$ cat src/rtl/unid_control_mc_if.sv
`default_nettype none
// =====================================================================
// unid_control_mc_if : IR fields / status in, datapath controls out
// Rev 1.0
// =====================================================================
interface unid_control_mc_if;
  logic [5:0] opcode;
  logic [5:0] funct;
  logic       alu_ovf;
  logic       div_zero;
  logic       dm_done;

  logic       pc_write;
  logic       pc_write_cond;
  logic       mem_read;
  logic       mem_write;
  logic       ir_write;
  logic       reg_write;
  logic       epc_write;
  logic       dm_start;
  logic       hi_lo_write;
  logic [1:0] i_or_d;
  logic [2:0] mem_to_reg;
  logic [2:0] pc_src;
  logic [2:0] alu_op;
  logic [1:0] alu_src_a;
  logic [1:0] alu_src_b;
  logic [1:0] reg_dst;
  logic [1:0] cause;

  modport master (
    input  opcode, funct, alu_ovf, div_zero, dm_done,
    output pc_write, pc_write_cond, mem_read, mem_write, ir_write, reg_write,
           epc_write, dm_start, hi_lo_write, i_or_d, mem_to_reg, pc_src,
           alu_op, alu_src_a, alu_src_b, reg_dst, cause
  );

  modport slave (
    output opcode, funct, alu_ovf, div_zero, dm_done,
    input  pc_write, pc_write_cond, mem_read, mem_write, ir_write, reg_write,
           epc_write, dm_start, hi_lo_write, i_or_d, mem_to_reg, pc_src,
           alu_op, alu_src_a, alu_src_b, reg_dst, cause
  );
endinterface
`default_nettype wire

$ cat src/rtl/unid_control_mc.sv
`default_nettype none
// =====================================================================
// unid_control_mc : multicycle MIPS control FSM with memory wait states,
// div/mul handshake and precise exception entry.          Rev 1.0
// =====================================================================
module unid_control_mc #(
  parameter int unsigned MEM_WAIT = 0,
  parameter bit          XCPT_EN  = 1'b1
) (
  input wire logic          clk,
  input wire logic          reset,
  unid_control_mc_if.master ctl
);

  localparam logic [5:0] OP_RTYPE = 6'h00;
  localparam logic [5:0] OP_J     = 6'h02;
  localparam logic [5:0] OP_JAL   = 6'h03;
  localparam logic [5:0] OP_BEQ   = 6'h04;
  localparam logic [5:0] OP_BNE   = 6'h05;
  localparam logic [5:0] OP_ADDI  = 6'h08;
  localparam logic [5:0] OP_LUI   = 6'h0F;
  localparam logic [5:0] OP_LW    = 6'h23;
  localparam logic [5:0] OP_SW    = 6'h2B;

  localparam logic [5:0] FN_JR    = 6'h08;
  localparam logic [5:0] FN_MULT  = 6'h18;
  localparam logic [5:0] FN_DIV   = 6'h1A;
  localparam logic [5:0] FN_ADD   = 6'h20;
  localparam logic [5:0] FN_SUB   = 6'h22;
  localparam logic [5:0] FN_AND   = 6'h24;
  localparam logic [5:0] FN_SLT   = 6'h2A;

  localparam logic [2:0] WAIT_N   = 3'(MEM_WAIT);
  localparam logic [2:0] WAIT_M1  = 3'(MEM_WAIT - 1);

  typedef enum logic [4:0] {
    S_RST, S_FETCH, S_FETCH_W, S_DECODE, S_R_ALU, S_R_WB, S_I_ALU, S_I_WB,
    S_LUI, S_MEM_ADDR, S_MEM_RD, S_MEM_WB, S_MEM_WR, S_BRANCH, S_JUMP,
    S_JAL, S_JR, S_DM_START, S_DM_WAIT, S_DM_WB, S_XCPT_SAVE, S_XCPT_JMP
  } state_t;

  typedef struct packed {
    logic       pc_write;
    logic       pc_write_cond;
    logic       mem_read;
    logic       mem_write;
    logic       ir_write;
    logic       reg_write;
    logic       epc_write;
    logic       dm_start;
    logic       hi_lo_write;
    logic [1:0] i_or_d;
    logic [2:0] mem_to_reg;
    logic [2:0] pc_src;
    logic [2:0] alu_op;
    logic [1:0] alu_src_a;
    logic [1:0] alu_src_b;
    logic [1:0] reg_dst;
  } ctrl_t;

  state_t     state_q, state_d;
  logic [2:0] cnt_q, cnt_d;
  logic [1:0] cause_q, cause_d;
  ctrl_t      out_q, out_d;

  logic       is_rtype, is_addsub, ovf_kill, dm_kill;
  logic [2:0] r_op;

  assign is_rtype  = (ctl.opcode == OP_RTYPE);
  assign is_addsub = (ctl.funct == FN_ADD) || (ctl.funct == FN_SUB);

  // Input-dependent suppression: the registered strobe is masked in the
  // very cycle the fault is seen, so no write ever leaks out.
  assign ovf_kill = XCPT_EN && ctl.alu_ovf &&
                    (((state_q == S_R_WB) && is_addsub) || (state_q == S_I_WB));
  assign dm_kill  = XCPT_EN && ctl.div_zero && (ctl.funct == FN_DIV) &&
                    (state_q == S_DM_START);

  always_comb begin
    case (ctl.funct)
      FN_SUB:  r_op = 3'b010;
      FN_AND:  r_op = 3'b011;
      FN_SLT:  r_op = 3'b111;
      default: r_op = 3'b001;
    endcase
  end

  always_comb begin
    state_d = state_q;
    cnt_d   = cnt_q;
    cause_d = cause_q;
    case (state_q)
      S_RST:     state_d = S_FETCH;
      S_FETCH: begin
        if (MEM_WAIT == 0) begin
          state_d = S_DECODE;
        end else begin
          state_d = S_FETCH_W;
          cnt_d   = WAIT_M1;
        end
      end
      S_FETCH_W: begin
        if (cnt_q == 3'd0) state_d = S_DECODE;
        else               cnt_d   = cnt_q - 3'd1;
      end
      S_DECODE: begin
        if (is_rtype && (is_addsub || ctl.funct == FN_AND || ctl.funct == FN_SLT))
          state_d = S_R_ALU;
        else if (is_rtype && (ctl.funct == FN_MULT || ctl.funct == FN_DIV))
          state_d = S_DM_START;
        else if (is_rtype && ctl.funct == FN_JR)
          state_d = S_JR;
        else if (ctl.opcode == OP_ADDI)
          state_d = S_I_ALU;
        else if (ctl.opcode == OP_LUI)
          state_d = S_LUI;
        else if (ctl.opcode == OP_LW || ctl.opcode == OP_SW)
          state_d = S_MEM_ADDR;
        else if (ctl.opcode == OP_BEQ || ctl.opcode == OP_BNE)
          state_d = S_BRANCH;
        else if (ctl.opcode == OP_J)
          state_d = S_JUMP;
        else if (ctl.opcode == OP_JAL)
          state_d = S_JAL;
        else if (XCPT_EN) begin
          state_d = S_XCPT_SAVE;
          cause_d = 2'b00;
        end else
          state_d = S_FETCH;
      end
      S_R_ALU:   state_d = S_R_WB;
      S_I_ALU:   state_d = S_I_WB;
      S_R_WB, S_I_WB: begin
        if (ovf_kill) begin
          state_d = S_XCPT_SAVE;
          cause_d = 2'b01;
        end else
          state_d = S_FETCH;
      end
      S_MEM_ADDR: begin
        if (ctl.opcode == OP_SW) begin
          state_d = S_MEM_WR;
        end else begin
          state_d = S_MEM_RD;
          cnt_d   = WAIT_N;
        end
      end
      S_MEM_RD: begin
        if (cnt_q == 3'd0) state_d = S_MEM_WB;
        else               cnt_d   = cnt_q - 3'd1;
      end
      S_DM_START: begin
        if (dm_kill) begin
          state_d = S_XCPT_SAVE;
          cause_d = 2'b10;
        end else
          state_d = S_DM_WAIT;
      end
      S_DM_WAIT:   if (ctl.dm_done) state_d = S_DM_WB;
      S_XCPT_SAVE: state_d = S_XCPT_JMP;
      default:     state_d = S_FETCH;
    endcase
  end

  // Outputs are decoded from the next state so they land in a register
  // aligned with the state they belong to.
  always_comb begin
    out_d = '0;
    case (state_d)
      S_FETCH, S_FETCH_W: begin
        out_d.mem_read  = 1'b1;
        out_d.alu_src_b = 2'b01;
        out_d.alu_op    = 3'b001;
        out_d.ir_write  = (state_d == S_FETCH_W) ? (cnt_d == 3'd0) : (MEM_WAIT == 0);
        out_d.pc_write  = out_d.ir_write;
      end
      S_DECODE: begin
        out_d.alu_src_b = 2'b11;
        out_d.alu_op    = 3'b001;
      end
      S_R_ALU, S_R_WB: begin
        out_d.alu_src_a = 2'b01;
        out_d.alu_op    = r_op;
        if (state_d == S_R_WB) begin
          out_d.reg_dst   = 2'b01;
          out_d.reg_write = 1'b1;
        end
      end
      S_I_ALU, S_I_WB, S_MEM_ADDR: begin
        out_d.alu_src_a = 2'b01;
        out_d.alu_src_b = 2'b10;
        out_d.alu_op    = 3'b001;
        out_d.reg_write = (state_d == S_I_WB);
      end
      S_LUI: begin
        out_d.reg_write  = 1'b1;
        out_d.mem_to_reg = 3'b011;
      end
      S_MEM_RD: begin
        out_d.mem_read = 1'b1;
        out_d.i_or_d   = 2'b01;
      end
      S_MEM_WB: begin
        out_d.reg_write  = 1'b1;
        out_d.mem_to_reg = 3'b001;
      end
      S_MEM_WR: begin
        out_d.mem_write = 1'b1;
        out_d.i_or_d    = 2'b01;
      end
      S_BRANCH: begin
        out_d.alu_src_a     = 2'b01;
        out_d.alu_op        = 3'b010;
        out_d.pc_write_cond = 1'b1;
        out_d.pc_src        = 3'b001;
      end
      S_JUMP: begin
        out_d.pc_write = 1'b1;
        out_d.pc_src   = 3'b010;
      end
      S_JAL: begin
        out_d.reg_write  = 1'b1;
        out_d.reg_dst    = 2'b10;
        out_d.mem_to_reg = 3'b010;
        out_d.pc_write   = 1'b1;
        out_d.pc_src     = 3'b010;
      end
      S_JR: begin
        out_d.pc_write = 1'b1;
        out_d.pc_src   = 3'b011;
      end
      S_DM_START:  out_d.dm_start    = 1'b1;
      S_DM_WB:     out_d.hi_lo_write = 1'b1;
      S_XCPT_SAVE: begin
        out_d.epc_write = 1'b1;
        out_d.alu_src_b = 2'b01;
        out_d.alu_op    = 3'b010;
      end
      S_XCPT_JMP: begin
        out_d.pc_write = 1'b1;
        out_d.pc_src   = 3'b100;
      end
      default: out_d = '0;
    endcase
  end

  always_ff @(posedge clk or negedge reset) begin
    if (!reset) begin
      state_q <= S_RST;
      cnt_q   <= 3'd0;
      cause_q <= 2'b00;
      out_q   <= '0;
    end else begin
      state_q <= state_d;
      cnt_q   <= cnt_d;
      cause_q <= cause_d;
      out_q   <= out_d;
    end
  end

  assign ctl.pc_write      = out_q.pc_write;
  assign ctl.pc_write_cond = out_q.pc_write_cond;
  assign ctl.mem_read      = out_q.mem_read;
  assign ctl.mem_write     = out_q.mem_write;
  assign ctl.ir_write      = out_q.ir_write;
  assign ctl.reg_write     = out_q.reg_write & ~ovf_kill;
  assign ctl.epc_write     = out_q.epc_write;
  assign ctl.dm_start      = out_q.dm_start & ~dm_kill;
  assign ctl.hi_lo_write   = out_q.hi_lo_write;
  assign ctl.i_or_d        = out_q.i_or_d;
  assign ctl.mem_to_reg    = out_q.mem_to_reg;
  assign ctl.pc_src        = out_q.pc_src;
  assign ctl.alu_op        = out_q.alu_op;
  assign ctl.alu_src_a     = out_q.alu_src_a;
  assign ctl.alu_src_b     = out_q.alu_src_b;
  assign ctl.reg_dst       = out_q.reg_dst;
  assign ctl.cause         = cause_q;

endmodule
`default_nettype wire

$ cat src/flat_wrapper.sv
// flat-port wrapper written by rule: the top's interface ports become plain ports
module unid_control_mc_flat 
#(
  parameter int unsigned MEM_WAIT = 0,
  parameter bit          XCPT_EN  = 1'b1
)
  (clk, reset, ctl_opcode, ctl_funct, ctl_alu_ovf, ctl_div_zero, ctl_dm_done, ctl_pc_write, ctl_pc_write_cond, ctl_mem_read, ctl_mem_write, ctl_ir_write, ctl_reg_write, ctl_epc_write, ctl_dm_start, ctl_hi_lo_write, ctl_i_or_d, ctl_mem_to_reg, ctl_pc_src, ctl_alu_op, ctl_alu_src_a, ctl_alu_src_b, ctl_reg_dst, ctl_cause);
  unid_control_mc_if ctl_i ();
  input wire logic clk;
  input wire logic reset;
  input wire logic [$bits(ctl_i.opcode)-1:0] ctl_opcode;
  input wire logic [$bits(ctl_i.funct)-1:0] ctl_funct;
  input wire logic [$bits(ctl_i.alu_ovf)-1:0] ctl_alu_ovf;
  input wire logic [$bits(ctl_i.div_zero)-1:0] ctl_div_zero;
  input wire logic [$bits(ctl_i.dm_done)-1:0] ctl_dm_done;
  output wire logic [$bits(ctl_i.pc_write)-1:0] ctl_pc_write;
  output wire logic [$bits(ctl_i.pc_write_cond)-1:0] ctl_pc_write_cond;
  output wire logic [$bits(ctl_i.mem_read)-1:0] ctl_mem_read;
  output wire logic [$bits(ctl_i.mem_write)-1:0] ctl_mem_write;
  output wire logic [$bits(ctl_i.ir_write)-1:0] ctl_ir_write;
  output wire logic [$bits(ctl_i.reg_write)-1:0] ctl_reg_write;
  output wire logic [$bits(ctl_i.epc_write)-1:0] ctl_epc_write;
  output wire logic [$bits(ctl_i.dm_start)-1:0] ctl_dm_start;
  output wire logic [$bits(ctl_i.hi_lo_write)-1:0] ctl_hi_lo_write;
  output wire logic [$bits(ctl_i.i_or_d)-1:0] ctl_i_or_d;
  output wire logic [$bits(ctl_i.mem_to_reg)-1:0] ctl_mem_to_reg;
  output wire logic [$bits(ctl_i.pc_src)-1:0] ctl_pc_src;
  output wire logic [$bits(ctl_i.alu_op)-1:0] ctl_alu_op;
  output wire logic [$bits(ctl_i.alu_src_a)-1:0] ctl_alu_src_a;
  output wire logic [$bits(ctl_i.alu_src_b)-1:0] ctl_alu_src_b;
  output wire logic [$bits(ctl_i.reg_dst)-1:0] ctl_reg_dst;
  output wire logic [$bits(ctl_i.cause)-1:0] ctl_cause;
  assign ctl_i.opcode = ctl_opcode;
  assign ctl_i.funct = ctl_funct;
  assign ctl_i.alu_ovf = ctl_alu_ovf;
  assign ctl_i.div_zero = ctl_div_zero;
  assign ctl_i.dm_done = ctl_dm_done;
  assign ctl_pc_write = ctl_i.pc_write;
  assign ctl_pc_write_cond = ctl_i.pc_write_cond;
  assign ctl_mem_read = ctl_i.mem_read;
  assign ctl_mem_write = ctl_i.mem_write;
  assign ctl_ir_write = ctl_i.ir_write;
  assign ctl_reg_write = ctl_i.reg_write;
  assign ctl_epc_write = ctl_i.epc_write;
  assign ctl_dm_start = ctl_i.dm_start;
  assign ctl_hi_lo_write = ctl_i.hi_lo_write;
  assign ctl_i_or_d = ctl_i.i_or_d;
  assign ctl_mem_to_reg = ctl_i.mem_to_reg;
  assign ctl_pc_src = ctl_i.pc_src;
  assign ctl_alu_op = ctl_i.alu_op;
  assign ctl_alu_src_a = ctl_i.alu_src_a;
  assign ctl_alu_src_b = ctl_i.alu_src_b;
  assign ctl_reg_dst = ctl_i.reg_dst;
  assign ctl_cause = ctl_i.cause;
  unid_control_mc #(.MEM_WAIT(MEM_WAIT), .XCPT_EN(XCPT_EN)) u_core (.clk(clk), .reset(reset), .ctl(ctl_i));
endmodule
$ cat config.mk
export PLATFORM = sky130hd
export DESIGN_NAME = unid_control_mc_flat
export DESIGN_NICKNAME = d
export VERILOG_FILES = /design/src/rtl/unid_control_mc_if.sv /design/src/rtl/unid_control_mc.sv /design/src/flat_wrapper.sv
export SDC_FILE = /design/constraint.sdc
export NUM_CORES = 1
export LEC_CHECK = 0
export ABC_AREA = 1
export CAP_MARGIN = 20
export CORE_AREA = 2 2 69 71
export DETAILED_ROUTE_END_ITERATION = 10
export DIE_AREA = 0 0 71 73
export GPL_TIMING_DRIVEN = 1
export PLACE_DENSITY = 0.78
export SLEW_MARGIN = 20
export SYNTH_ARGS = -nofsm -noshare
export SYNTH_HDL_FRONTEND = slang
export SYNTH_SLANG_ARGS = --single-unit
$ cat constraint.sdc
create_clock -name clk -period 2.3 [get_ports clk]
set_input_delay 0.69 -clock clk [delete_from_list [all_inputs] [get_ports clk]]
set_output_delay 0.69 -clock clk [all_outputs]
set_load 0.05 [all_outputs]
==> run metrics, run 1 <==
status=finished, final reports clean; MaxCap Viol Count=0; core area=about 0.0045 sq mm; placed instance count=415; Total Power=0.003638 W; number of synthesized register bits=33; Leak=roughly 1.6 nW; Slew headroom=~67%; io pins=45; die width=71 um; CP Max Fanout=7; WL final=approximately 5.1 mm; final core utilization=about two thirds; max reg flops=5; Worst Reg-to-Reg Cells=13; clock sink count=33; final cell count without fillers=approximately 430; Worst Hold Endpoint=u_core.ctl.cause[1]; Yosys Warn Count=0; fin crit period=2237 ps; Top FF cell, synth=dfrtp_1; power per cell area=between 1000 and 1500 mW/mm^2; routed via count=~2100; gr ovfl total=0; Setup violations, final=0; RSZ-0062 raised after global routing=true; Peak supply drop=544.9 uV; top post-synthesis cells by area=dfrtp_1 (38%), nand2_1 (12%), nand3_1 (11%); Tot GR Track Use=21.04%; Worst setup SP type=flop; type of the worst setup path=reg2out; Fin. Hold Viols=0; dpl cell area=between 0.002 and 0.003 sq mm; Worst Setup SP=u_core.state_q[4]; nets=around 390; ant diodes=0; global-route wire length before repair=roughly 8.5 mm; Avg Vias per Cell=4.909; nature of the critical path endpoint=output port; initial antenna violation count=0; GP Congestion=about 0.95; Biggest register=u_core.state_q; Least-Margin Pin Slew=between 500 and 600 ps; FFs w/ async S/R, synth=100.0%; DR iter-0 viols=131; clock root buffer=clkbuf_8; Required @ worst endpoint=approximately 1600 ps; num rows=25; Initial Utilization=48.28%; share of the synthesized area in the top cell type=between 30% and 40%; share of cells above drive strength 1=approximately a third; hold depth=2; synthesized area per cell=between 7 and 8 sq um; Post-synth EDFFs=0; worst hold path class=reg2reg; Synth area leader=dfrtp_1; fin. max-slew vios=0; mapped cell area=0.002190 sq mm; Design Area, Final=a little under 0.003 sq mm; clock latency on the worst-skew pair=between 200 and 300 ps; largest net degree at the start of global routing=34; Die ar.=approximately 0.0052 sq mm; Hold Crit Start=u_core.ctl.cause[1]; vias in the first global route=~2000; reg2reg end=u_core.ctl.alu_src_a[0]; H-tree levels=2; R2R Setup Slk=280 ps; count leader, synth=nand2_1; Critical R2R Launch=u_core.state_q[2]; Synth top cells by count=nand2_1 (68), nand3_1 (48), nor2_1 (44), inv_1 (36), dfrtp_1 (33); distinct cell type count after synthesis=29; area growth from synthesis to layout=35.20%; die height=between 70 and 80 um; DRT Pass-1 Iters=4; FILL cells=~390; CTS tree=done; DP HPWL=3.938 mm; TritonCTS Buffers=5; setup_tns=0 ps; wire length per cell=11.97 um; Post-Route Skew=4.396 ps; period utilization=between 90 and 100%; crit path DAT=about 1600 ps; Max Clock Freq=around 450 MHz; Worst-path clk slew=around 60 ps; antenna viol nets, final=0; Mapped Cells=310; Port Buf Inserts=41; clk buf depth=2; post-synthesis sequential area ratio=a little under two fifths; DRC viols=0
cells in the final DEF, fill, tap and decap left out, types with 2 or more instances in the layout:
master,count
nand4_1,2
nand2_2,8
o21ai_2,2
dlygate4sd2_1,2
clkdlybuf4s50_1,25
dfrtp_1,31
clkbuf_2,5
buf_6,2
nand3_2,8
dfrtp_2,2
ha_1,2
nor2_1,31
inv_2,15
nor2_4,10
nand2_1,64
o21ai_0,3
conb_1,3
nand3_1,44
buf_4,33
dlymetal6s2s_1,7
clkbuf_8,5
nor2_2,23
nor3_1,2
inv_1,31
a21oi_1,3
report_power, final:
group | switching (W) | internal (W) | leakage (nW)
clock network | 0.000195 | 0.000199 | 0.0399
registers | 0.000121 | 0.000765 | 0.429
logic | 0.00150 | 0.000858 | 1.18
metrics by stage:
stage | hold slack [ps] | setup slack [ps]
CTS | 489.6 | 8.156
finish | 482.7 | 62.79
global placement | 460.4 | -330.1
detailed placement | 474.3 | -347.0
floorplan | 394.4 | 174.1
global route | 516.4 | -18.00
cell type report:
cell class	instances	area [sq um]	share of cell area, %
multi-input cells	214	1164	39.31
flip-flops and latches	33	828.3	27.98
repair buffers	74	650.6	21.98
inverters	47	176.4	5.959
clock buffers	5	68.82	2.325
well taps	54	67.56	2.282
clock inverters	1	5.005	0.1691
what timing repair did:
| item | 4_1_cts | 5_1_grt |
|---|---|---|
| hold buffers | 0 | 0 |
| endpoints found under the hold margin | 0 | 0 |
| gates cloned | 0 | 0 |
| resized for setup | 30 | 32 |
| pin swaps | 8 | 11 |
| buffers inserted | 2 | 5 |
| endpoints found under the setup margin | 7 | 20 |
how the worst max path moves through the flow:
stage	cells past startpoint	end	slack, ps
2_1_floorplan	7	ctl_reg_write	170
3_3_place_gp	9	ctl_reg_write	-330
3_5_place_dp	9	ctl_reg_write	-350
4_1_cts	11	u_core.ctl.pc_write	8
5_1_grt	7	ctl_reg_write	-20
6_report	7	ctl_reg_write	60
routing by layer:
metal / wire, um / track usage [%]
met2: 2629 / 38.73
met1: 2131 / 24.43
met3: 168 / 3.039
met4: 193 / 8.805
met5: 0 / 0
worst max-delay path: stages (launching register included):
cell and delay [ps]:
dfrtp_1 450, inv_2 140, nand3_1 130, nor2_2 180, nand3_2 110, nand2_1 70
inv_1 40, buf_6 140
cell families (layout without fill, tap and decap cells):
group / Yosys count / after routing / synth area share (%)
other: 1 / 3 / 0.1713
DFF: 33 / 33 / 37.71
buffers and inverters: 65 / 127 / 14.40
and+or+nand+nor: 194 / 194 / 41.77
adders and majority gates: 2 / 2 / 1.143
AOI/OAI and AO/OA: 14 / 14 / 4.400
xor gates and xnor gates: 1 / 1 / 0.4001
(Power assumes the default switching activity.)
==> inputs of run 2 (changes only) <==
SLEW_MARGIN = unset   (was 20)
==> results of run 2 <==
No change in the layout: final DEF, timing and power equal those of run 1.
